## src/rtl/led_pattern_engine.sv

```systemverilog
// Multi-mode LED animation engine: Johnson fill, bounce, binary count and PWM breathe.
// It supports run/pause and forward/reverse stepping from a prescaled step tick.
module led_pattern_engine #(
  parameter int unsigned WIDTH      = 5,
  parameter int unsigned DELAY_SIZE = 25,
  parameter int unsigned PWM_BITS   = 8,
  parameter bit          ACTIVE_LOW = 1'b1
) (
  input  logic             clk,
  input  logic             rstn,
  input  logic             reverse,
  input  logic             pause,
  input  logic             mode_next,
  output logic [1:0]       mode,
  output logic [WIDTH-1:0] led
);

  function automatic int unsigned max3(int unsigned a, int unsigned b, int unsigned c);
    int unsigned m;
    m = (a > b) ? a : b;
    return (m > c) ? m : c;
  endfunction

  localparam int unsigned SW          = max3($clog2(2 * WIDTH), WIDTH, PWM_BITS + 1);
  localparam int unsigned LOWB        = DELAY_SIZE - PWM_BITS;
  localparam int unsigned JOHN_MAX    = 2 * WIDTH - 1;
  localparam int unsigned BOUNCE_MAX  = 2 * WIDTH - 3;
  localparam int unsigned BIN_MAX     = (2 ** WIDTH) - 1;
  localparam int unsigned BREATHE_MAX = (2 ** (PWM_BITS + 1)) - 1;

  typedef enum logic [1:0] {
    M_JOHNSON = 2'd0,
    M_BOUNCE  = 2'd1,
    M_BINARY  = 2'd2,
    M_BREATHE = 2'd3
  } mode_e;

  mode_e                 mode_q, mode_d;
  logic [DELAY_SIZE-1:0] presc_q, presc_d;
  logic [SW-1:0]         step_q, step_d, step_max;
  logic [PWM_BITS-1:0]   pwm_q;
  logic [PWM_BITS-1:0]   duty;
  logic [WIDTH-1:0]      pattern;
  logic                  tick;
  int unsigned           s;
  int unsigned           p;

  always_ff @(posedge clk or negedge rstn) begin
    if (!rstn) mode_q <= M_JOHNSON;
    else       mode_q <= mode_d;
  end

  // Next mode, prescaler and step; a mode change restarts the animation and beats a tick.
  always_comb begin
    mode_d   = mode_q;
    presc_d  = presc_q;
    step_d   = step_q;
    step_max = SW'(JOHN_MAX);
    tick     = 1'b0;
    case (mode_q)
      M_JOHNSON: step_max = SW'(JOHN_MAX);
      M_BOUNCE:  step_max = SW'(BOUNCE_MAX);
      M_BINARY:  step_max = SW'(BIN_MAX);
      M_BREATHE: step_max = SW'(BREATHE_MAX);
      default:   step_max = SW'(JOHN_MAX);
    endcase
    if (!pause) begin
      presc_d = presc_q + DELAY_SIZE'(1);
      tick    = (mode_q == M_BREATHE) ? (&presc_q[LOWB-1:0]) : (&presc_q);
    end
    if (mode_next) begin
      mode_d  = mode_e'(2'(mode_q + 2'd1));
      step_d  = '0;
      presc_d = '0;
    end else if (tick) begin
      if (reverse) step_d = (step_q == '0) ? step_max : step_q - SW'(1);
      else         step_d = (step_q == step_max) ? '0 : step_q + SW'(1);
    end
  end

  // Pattern decode from the current step.
  always_comb begin
    pattern = '0;
    s       = 32'(step_q);
    p       = 0;
    duty    = '0;
    case (mode_q)
      M_JOHNSON: begin
        for (int unsigned i = 0; i < WIDTH; i++)
          pattern[i] = (s <= WIDTH) ? (i < s) : (i >= s - WIDTH);
      end
      M_BOUNCE: begin
        p = (s < WIDTH) ? s : (2 * WIDTH - 2 - s);
        for (int unsigned i = 0; i < WIDTH; i++)
          pattern[i] = (i == p);
      end
      M_BINARY: pattern = step_q[WIDTH-1:0];
      M_BREATHE: begin
        // Upper half of the step range mirrors the lower half: 2**(P+1)-1-s == ~s[P-1:0].
        duty    = step_q[PWM_BITS] ? ~step_q[PWM_BITS-1:0] : step_q[PWM_BITS-1:0];
        pattern = {WIDTH{pwm_q < duty}};
      end
      default: pattern = '0;
    endcase
  end

  always_ff @(posedge clk or negedge rstn) begin
    if (!rstn) begin
      presc_q <= '0;
      step_q  <= '0;
      pwm_q   <= '0;
      led     <= {WIDTH{ACTIVE_LOW}};
    end else begin
      presc_q <= presc_d;
      step_q  <= step_d;
      pwm_q   <= pwm_q + PWM_BITS'(1);
      led     <= pattern ^ {WIDTH{ACTIVE_LOW}};
    end
  end

  assign mode = mode_q;

endmodule

```

## config.mk

```make
export PLATFORM = sky130hd
export DESIGN_NAME = led_pattern_engine
export DESIGN_NICKNAME = d
export VERILOG_FILES = /design/src/rtl/led_pattern_engine.sv
export SDC_FILE = /design/constraint.sdc
export NUM_CORES = 1
export LEC_CHECK = 0
export BUFFER_PORTS_ARGS = -buffer_cell sky130_fd_sc_hd__buf_2
export CAP_MARGIN = 20
export CELL_PAD_IN_SITES_DETAIL_PLACEMENT = 0
export CELL_PAD_IN_SITES_GLOBAL_PLACEMENT = 1
export CORE_MARGIN = 3
export CORE_UTILIZATION = 52
export CTS_CLUSTER_SIZE = 16
export DETAILED_ROUTE_END_ITERATION = 6
export HOLD_SLACK_MARGIN = 0.1
export PLACE_DENSITY_LB_ADDON = 0.05
export SLEW_MARGIN = 20
export SYNTH_ARGS = -nofsm -noshare
export SYNTH_HDL_FRONTEND = slang
export SYNTH_SLANG_ARGS = --single-unit
```

## constraint.sdc

```tcl
create_clock -name clk -period 6.5 [get_ports clk]
set_clock_uncertainty 0.05 [all_clocks]
set_input_delay 0.325 -clock clk [delete_from_list [all_inputs] [get_ports clk]]
set_output_delay 0.325 -clock clk [all_outputs]
set_load 0.01 [all_outputs]
```

-- Word-level counts from Yosys, hierarchy flattened
Cells that the tools add are included.
- flip-flop bits (word level): 49
- input port bits: 5
- output and inout port bits: 7
- logic and storage cells: 60
- add/subtract/negate cells: 7
- $lt $le $gt $ge: 13
- eq/ne operators: 9
- mux-type cells: 18
- bitwise operators: 2
- reductions and logical operators: 6
- operators with widths (kind ; number):
    $eq 2x32->1 const A ; 2
    $ge 1x32->1 const A ; 2
    $ge 2x32->1 const A ; 2
    $mux 25 ; 2
    $mux 9 ; 5
    $pmux 9 s4 ; 1
    $eq 1x32->1 const A ; 1
    $eq 3x32->1 const A ; 1
    $ge 3x32->1 const A ; 1
    $logic_not 32->1 ; 1
    $mux 32 ; 1
    $add 25x1->25 const B ; 1
    $reduce_and 25->1 ; 1
    $pmux 5 s4 ; 1
    $lt 1x9->1 const A ; 2
    $lt 2x9->1 const A ; 2
    $reduce_and 17->1 ; 1
    $sub 4x9->10 const A ; 1
    $sub 9x3->10 const B ; 1
    $add 9x1->9 const B ; 1
    $eq 9x9->1 ; 1
    $le 9x3->1 const B ; 1
    $logic_not 9->1 ; 1
    $lt 3x9->1 const A ; 1
    other kinds (14) ; 21

-- Depth between registers and ports, before layout
Gate-level depths: netlist of run 1.
- word-level depth: 7
- gate-level depth with buffers: 11

-- Worst setup path after synthesis of run 1
OpenSTA, ideal clock, no wires.
- path type: register -> register
- from: register step_q[8]
- to: register led[3]
- library setup time: 72 ps
- arrival: 2319 ps
- required time: 6378 ps
- setup slack: 4059 ps
- cell stages (with the launch flop): 10
- path buffers: 2
- cells stage by stage: dfrtp_1 buf_6 clkbuf_1 xnor2_1 ha_1 nand4_1 or4_1 a21oi_1 nand2_1 o21ai_1
- cells in the longest elaborated chain, start to end: 5
- ends and longest elaborated chain (element ; RTL line ; text):
    start, declared ; 40 ; logic [SW-1:0] step_q, step_d, step_max;
    start signal, assigned ; 115 ; step_q <= step_d;
    $sub 9x3->10 (tied with other cells) ; 90 ; pattern[i] = (s <= WIDTH) ? (i < s) : (i >= s - WIDTH);
    $ge 2x32->1 or $mux 32 (tied branches) ; 90, 93 ;
    $mux 1 or $eq 2x32->1 (tied branches) ; 90, 95 ;
    $pmux 5 s4 (*) ; 87 ; case (mode_q)
    $not 5->5 (no source line) (*) ; - ;
    end signal, assigned ; 112 ; led <= {WIDTH{ACTIVE_LOW}};
    end signal, assigned ; 117 ; led <= pattern ^ {WIDTH{ACTIVE_LOW}};
    end, declared ; 15 ; output logic [WIDTH-1:0] led
Mark *: on every way between the ends. The rest lies on a longest branch, timed or not.
A chain may end at the register's enable or synchronous reset.

-- Worst setup path after layout of run 1
- from: register step_q[8]
- to: register led[4]
- cells in the longest elaborated chain, start to end: 5
- ends and longest elaborated chain (element ; RTL line):
    $sub 9x3->10 (tied with other cells) ; 90
    $ge 3x32->1 or $mux 32 (tied branches) ; 90, 93
    $mux 1 or $eq 3x32->1 (tied branches) ; 90, 95
    $pmux 5 s4 (*) ; 87
    $not 5->5 (no source line) (*) ; -
Marks and branches as above.

==> results.sh, run 1 <==
export IMPL_die_w_um=89.56
export IMPL_synthCells=414
export IMPL_dr_first_iter_drc_count=276
export IMPL_cp_slowest_cell="dfrtp_1"
export IMPL_synth_simple_area_share=0.2615
export IMPL_maxCapViolations=0
export IMPL_cts_tree="built"
export IMPL_core_region_area_mm2=0.006568
export IMPL_path_clk_slew_ns=0.09
export IMPL_track_usage=0.2222
export IMPL_worstMarginPinSlew_ns=0.9139
export IMPL_worstHoldPathType="in -> reg"
export IMPL_worst_setup_path_type="reg -> reg"
export IMPL_pwr_share_comb=0.261
export IMPL_synthArstFlopShare=1.000
export IMPL_area_growth_pct=5.203
export IMPL_fmax_mhz=318.5
export IMPL_place_congestion=0.8968
export IMPL_arrival_ns=3.34
export IMPL_die_area_mm2=0.008021
export IMPL_p_total_w=0.0007691
export IMPL_viasPerCell=5.889
export IMPL_dpl_cell_count=494
export IMPL_clock_sinks=49
export IMPL_hold_path_startpoint="pause"
export IMPL_synthDistinctLibCells=66
export IMPL_num_rows=29
export IMPL_synth_area_mm2=0.003631
export IMPL_intPower_w=0.0005263
export IMPL_p_seq_frac=0.447
export IMPL_ys_seq_elements=49
export IMPL_worstSetupStartpoint="step_q[8]"
export IMPL_grt_pass1_wl_mm=13.91
export IMPL_period_minus_slack_ns=3.140
export IMPL_cp_start_kind="register"
export IMPL_drt_total_wl_mm=8.138
export IMPL_switching_power_w=0.0002429
export IMPL_synthXorXnorAreaFrac=0.09890
export IMPL_dieHeight_um=89.56
export IMPL_clock_latency_ns=0.30
export IMPL_drc=0
export IMPL_path_cells="inv_1 -> ha_1 -> inv_1 -> ha_1 -> nand4_1 -> or4_1 -> a21oi_1 -> o311ai_1 -> nand2_1"
export IMPL_dr_pass1_iters=5
export IMPL_final_util=0.5816
export IMPL_final_cell_mix="dfrtp_1 (44), nor2_1 (36), nand3_1 (33)"
export IMPL_tns_ns=0
export IMPL_antenna_found_initial=0
export IMPL_clkPwrFrac=0.292
export IMPL_leakage_nw=1.623
export IMPL_ys_warn_count=0
export IMPL_synth_area_mux_share=0.01688
export IMPL_grt_pass1_vias=2842
export IMPL_yosysTopAreaCell="dfrtp_1"
export IMPL_synth_area_top_cells="dfrtp_1 (30%), ha_1 (7.6%), xnor2_1 (5.3%), xor2_1 (4.6%), nand3_1 (4.5%)"
export IMPL_post_route_period_util=0.4831
export IMPL_regToRegSetupSlack_ns=3.36
export IMPL_wl_per_cell_um=16.18
export IMPL_grt_overflow_total=0
export IMPL_place_hpwl_mm=5.670
export IMPL_cts_root_buf="clkbuf_8"
export IMPL_clk_path_buf_depth=2
export IMPL_grt_max_degree=50
export IMPL_final_common_cell="dfrtp_1"
export IMPL_required_ns=6.70
export IMPL_fin_cells=503
export IMPL_port_buffers=11
export IMPL_diodes=0
export IMPL_synth_top_family_by_area="simple AND/OR/NAND/NOR gates"
export IMPL_ctsHoldBuffers=1
export IMPL_htree_levels=2
export IMPL_syn_nets=441
export IMPL_synth_top_cell_area_share=0.3032
export IMPL_swShare=0.3158
export IMPL_synthAdderAreaFrac=0.07581
export IMPL_nets=436
export IMPL_p_per_area_mw_per_mm2=201.3
export IMPL_reg2reg_from="step_q[8]"
export IMPL_finalMaxSlewViolations=0
export IMPL_layout_drive_gt1_share=0.09756
export IMPL_yosysSeqAreaShare=0.3394
export IMPL_cts_buffers=5
export IMPL_syn_avg_cell_area_um2=8.770
export IMPL_synth_edf_count=0
export IMPL_rsz0062_at_grt="no"
export IMPL_setup_viol_count_final=0
export IMPL_cp_end_kind="register"
export IMPL_status="finished, final reports clean"
export IMPL_routed_via_count=2962
export IMPL_antenna_left=0
export IMPL_ctsResizeCount=0
export IMPL_critPathMaxStageDelay_ns=0.85
export IMPL_critPathMaxFanout=16
export IMPL_cts_setup_buffers=0
export IMPL_hold_viol=0
export IMPL_start_util=0.5529
export IMPL_synth_flop_cell="dfrtp_1"
export IMPL_ios=12
export IMPL_synth_compound_area_frac=0.1558
export IMPL_timing_slew_headroom=0.3860
export IMPL_ir_drop_v=0.0001373
-- routing by layer --
| metal | GRT usage | up-vias | wire length (um) |
|---|---|---|---|
| li1 | - | 1467 | - |
| met1 | 0.2960 | 1409 | 3824 |
| met2 | 0.3644 | 71 | 3841 |
| met3 | 0.03134 | 15 | 299 |
| met4 | 0.08525 | 0 | 174 |
| met5 | 0 | - | 0 |
-- cell type report --
class	instances	area, um^2
inverters	20	75.07
multi-input cells	320	2211
clock inverters	3	43.79
clock buffers	5	68.82
fillers	615	2748
flip-flops and latches	49	1232
well taps	93	116.4
repair buffers	13	72.57
-- state kept, by name, indices dropped and copies added (netlist names) --
signal   cells
led          5
presc_q     25
step_q       9
pwm_q        8
mode         2
-- synthesized netlist by cell type (5+ instances only) --
cell and n:
nand3_1 33, o21ai_0 15, dfrtp_1 44, clkbuf_1 15
and3_1 10, a211oi_1 5, a31oi_1 6, inv_1 20
xor2_1 19, nand2_1 30, dfstp_2 5, xnor2_1 22
ha_1 22, a21oi_1 18, mux2i_1 5, nor2b_1 6
nor3_1 5, buf_2 6, and4_1 6, nor2_1 36
nand4_1 11, o211ai_1 5
-- cell families (layout without fill, tap and decap cells) --
logic type                 count (synthesis)  after routing
buffers and inverters                     45             41
muxes                                      6              6
and+or+nand+nor                          171            171
DFF                                       49             49
xor gates and xnor gates                  41             41
AOI/OAI and AO/OA                         80             80
adders and majority gates                 22             22
-- worst paths after layout --
| check | to | cells past startpoint |
|---|---|---|
| setup / recovery | led[4] | 9 |
| hold / removal | presc_q[0] | 3 |
| setup reg to reg | led[4] | 9 |
| hold reg to reg | pwm_q[7] | 1 |
| max in group asynchronous | step_q[5] | 3 |
| min in group asynchronous | pwm_q[7] | 3 |
-- metrics by stage --
| stage | hold WS (ns) | worst slack, ns | cell area, um^2 |
|---|---|---|---|
| final | 0.3565 | 3.360 | 3820 |
| after global routing | 0.3686 | 3.188 | 3820 |
| after CTS | 0.3519 | 3.349 | 3820 |
| after detailed placement | 0.4224 | 3.367 | 3697 |
| after global placement | 0.4177 | 3.495 | 3697 |
| after floorplan | -0.02059 | 4.059 | 3631 |
-- power groups by stage --
stage / sequential, W / combinational (W) / clock, W
final: 0.000344 / 0.000201 / 0.000225
after global routing: 0.000348 / 0.000226 / 0.000246
after CTS: 0.000345 / 0.000203 / 0.000231
after detailed placement: 0.000351 / 0.000203 / 0
after global placement: 0.000351 / 0.000203 / 0
after floorplan: 0.000359 / 0.000132 / 0
-- worst max-delay path: cells and delay by family, from the launching register on --
kind,cells,cell delay [ns]
flops,1,0.85
buf+inv,2,0.28
compound gates,2,0.52
simple gates,3,0.73
fa+ha+maj,2,0.65
No activity file was read; power rests on OpenSTA's default activity.
==> run 2: changes to the inputs <==
Settings changed: CORE_UTILIZATION 52 to 48.
Clock period 6.5 ns to 2.96 ns, I/O delays scaled along.
==> results.sh, run 2 (synthesis gave the netlist of run 1 again) <==
export IMPL_num_rows=31
export IMPL_dieHeight_um=92.98
export IMPL_cts_buffers=5
export IMPL_fin_ws_ns=0.3094
export IMPL_critPathMaxFanout=6
export IMPL_clock_latency_ns=0.31
export IMPL_leakage_nw=1.690
export IMPL_dpl_cell_count=514
export IMPL_pre_cts_ws_ns=0.3749
export IMPL_fmax_mhz=377.3
export IMPL_final_cell_mix="dfrtp_1 (44), nor2_1 (36), nand3_1 (33)"
export IMPL_top_regs="presc_q x25, step_q x9, pwm_q x8"
export IMPL_post_route_period_util=0.8955
export IMPL_rsz0062_at_grt="no"
export IMPL_cp_end_kind="register"
export IMPL_start_util=0.4979
export IMPL_htree_levels=2
export IMPL_grt_pass1_wl_mm=15.08
export IMPL_maxCapViolations=0
export IMPL_die_area_mm2=0.008644
export IMPL_nets=450
export IMPL_cp_start_kind="register"
export IMPL_cts_root_buf="clkbuf_8"
export IMPL_port_buffers=11
export IMPL_track_usage=0.2181
export IMPL_tns_ns=0
export IMPL_drc=0
export IMPL_finalMaxSlewViolations=0
export IMPL_place_congestion=0.8869
export IMPL_diodes=0
export IMPL_top_register="presc_q"
export IMPL_layout_drive_gt1_share=0.1253
export IMPL_wl_per_cell_um=16.71
export IMPL_largest_reg_flops=25
export IMPL_core_region_area_mm2=0.007292
export IMPL_arrival_ns=2.83
export IMPL_clock_sinks=49
export IMPL_cts_tree="built"
export IMPL_area_growth_pct=8.236
export IMPL_worstMarginPinSlew_ns=0.5716
export IMPL_drt_total_wl_mm=8.721
export IMPL_hold_viol=0
export IMPL_viasPerCell=5.801
export IMPL_ir_drop_v=0.0003278
export IMPL_period_minus_slack_ns=2.651
export IMPL_cts_setup_buffers=0
export IMPL_dr_first_iter_drc_count=196
export IMPL_clk_path_buf_depth=2
export IMPL_grt_pass1_vias=2943
export IMPL_worstHoldPathType="in -> reg"
export IMPL_status="finished, final reports clean"
export IMPL_worst_setup_path_type="reg -> reg"
export IMPL_final_common_cell="dfrtp_1"
export IMPL_fin_cells=522
export IMPL_place_hpwl_mm=6.232
export IMPL_ios=12
export IMPL_antenna_left=0
export IMPL_grt_overflow_total=0
export IMPL_timing_slew_headroom=0.6161
export IMPL_antenna_found_initial=0
export IMPL_setup_viol_count_final=0
export IMPL_p_per_area_mw_per_mm2=432.0
export IMPL_dr_pass1_iters=4
export IMPL_routed_via_count=3028
export IMPL_path_clk_slew_ns=0.09
export IMPL_die_w_um=92.98
export IMPL_required_ns=3.14
export IMPL_grt_max_degree=46
-- run 2: stage by stage --
step	power, W	hold WS [ns]	util	area (um^2)
5_1_grt	0.001804	0.1995	0.5390	3930
6_report	0.001698	0.1968	0.5390	3930
3_3_place_gp	0.001221	0.3233	0.5225	3810
3_5_place_dp	0.001223	0.3314	0.5225	3810
2_1_floorplan	0.001079	-0.1976	-	3631
4_1_cts	0.001713	0.1779	0.5386	3928
-- run 2: layer usage --
layer | GRT usage | vias to the layer above | routed length, um
met4 | 0.06227 | 0 | 124
met2 | 0.3233 | 83 | 3877
met5 | 0 | - | 0
met1 | 0.3287 | 1444 | 4293
li1 | - | 1490 | -
met3 | 0.03218 | 11 | 426
-- run 2: final cells by class --
class,instances,area [um^2]
Fill cell,710,3362
Multi-Input combinational cell,320,2211
Sequential cell,49,1232
Timing Repair Buffer,27,180.2
Tap cell,99,123.9
Inverter,20,75.07
Clock buffer,5,68.82
Clock inverter,2,38.79
-- run 2: worst max-delay path, stage by stage, from the launching register on --
cell,delay (ns)
dfrtp_1,0.49
inv_1,0.15
ha_1,0.31
inv_1,0.05
ha_1,0.29
nand4_1,0.10
or4_1,0.52
a21oi_1,0.37
nand2_1,0.10
o21ai_1,0.15
-- run 2: worst paths after layout --
| kind | startpoint | end | slack [ns] | cells past startpoint |
|---|---|---|---|---|
| min in group asynchronous | rstn | presc_q[21] | 0.33 | 2 |
| max reg2reg | step_q[8] | led[3] | 0.31 | 9 |
| min reg2reg | pwm_q[7] | pwm_q[7] | 0.44 | 1 |
| max | step_q[8] | led[3] | 0.31 | 9 |
| min | pause | presc_q[0] | 0.20 | 3 |
| max in group asynchronous | rstn | led[2] | 1.93 | 3 |
-- run 2: power by group --
group | switching, W | total (W) | internal (W)
Clock | 0.000232 | 0.000483 | 0.000251
Combinational | 0.000285 | 0.000460 | 0.000175
Sequential | 0.0000259 | 0.000755 | 0.000729
Total | 0.000543 | 0.00170 | 0.00115
-- run 2: repair_timing --
| item | in CTS | in global routing |
|---|---|---|
| endpoints found under the setup margin | 0 | 0 |
| gates resized for setup | 0 | 0 |
| hold buffers | 1 | 0 |
| endpoints found under the hold margin | 44 | 0 |
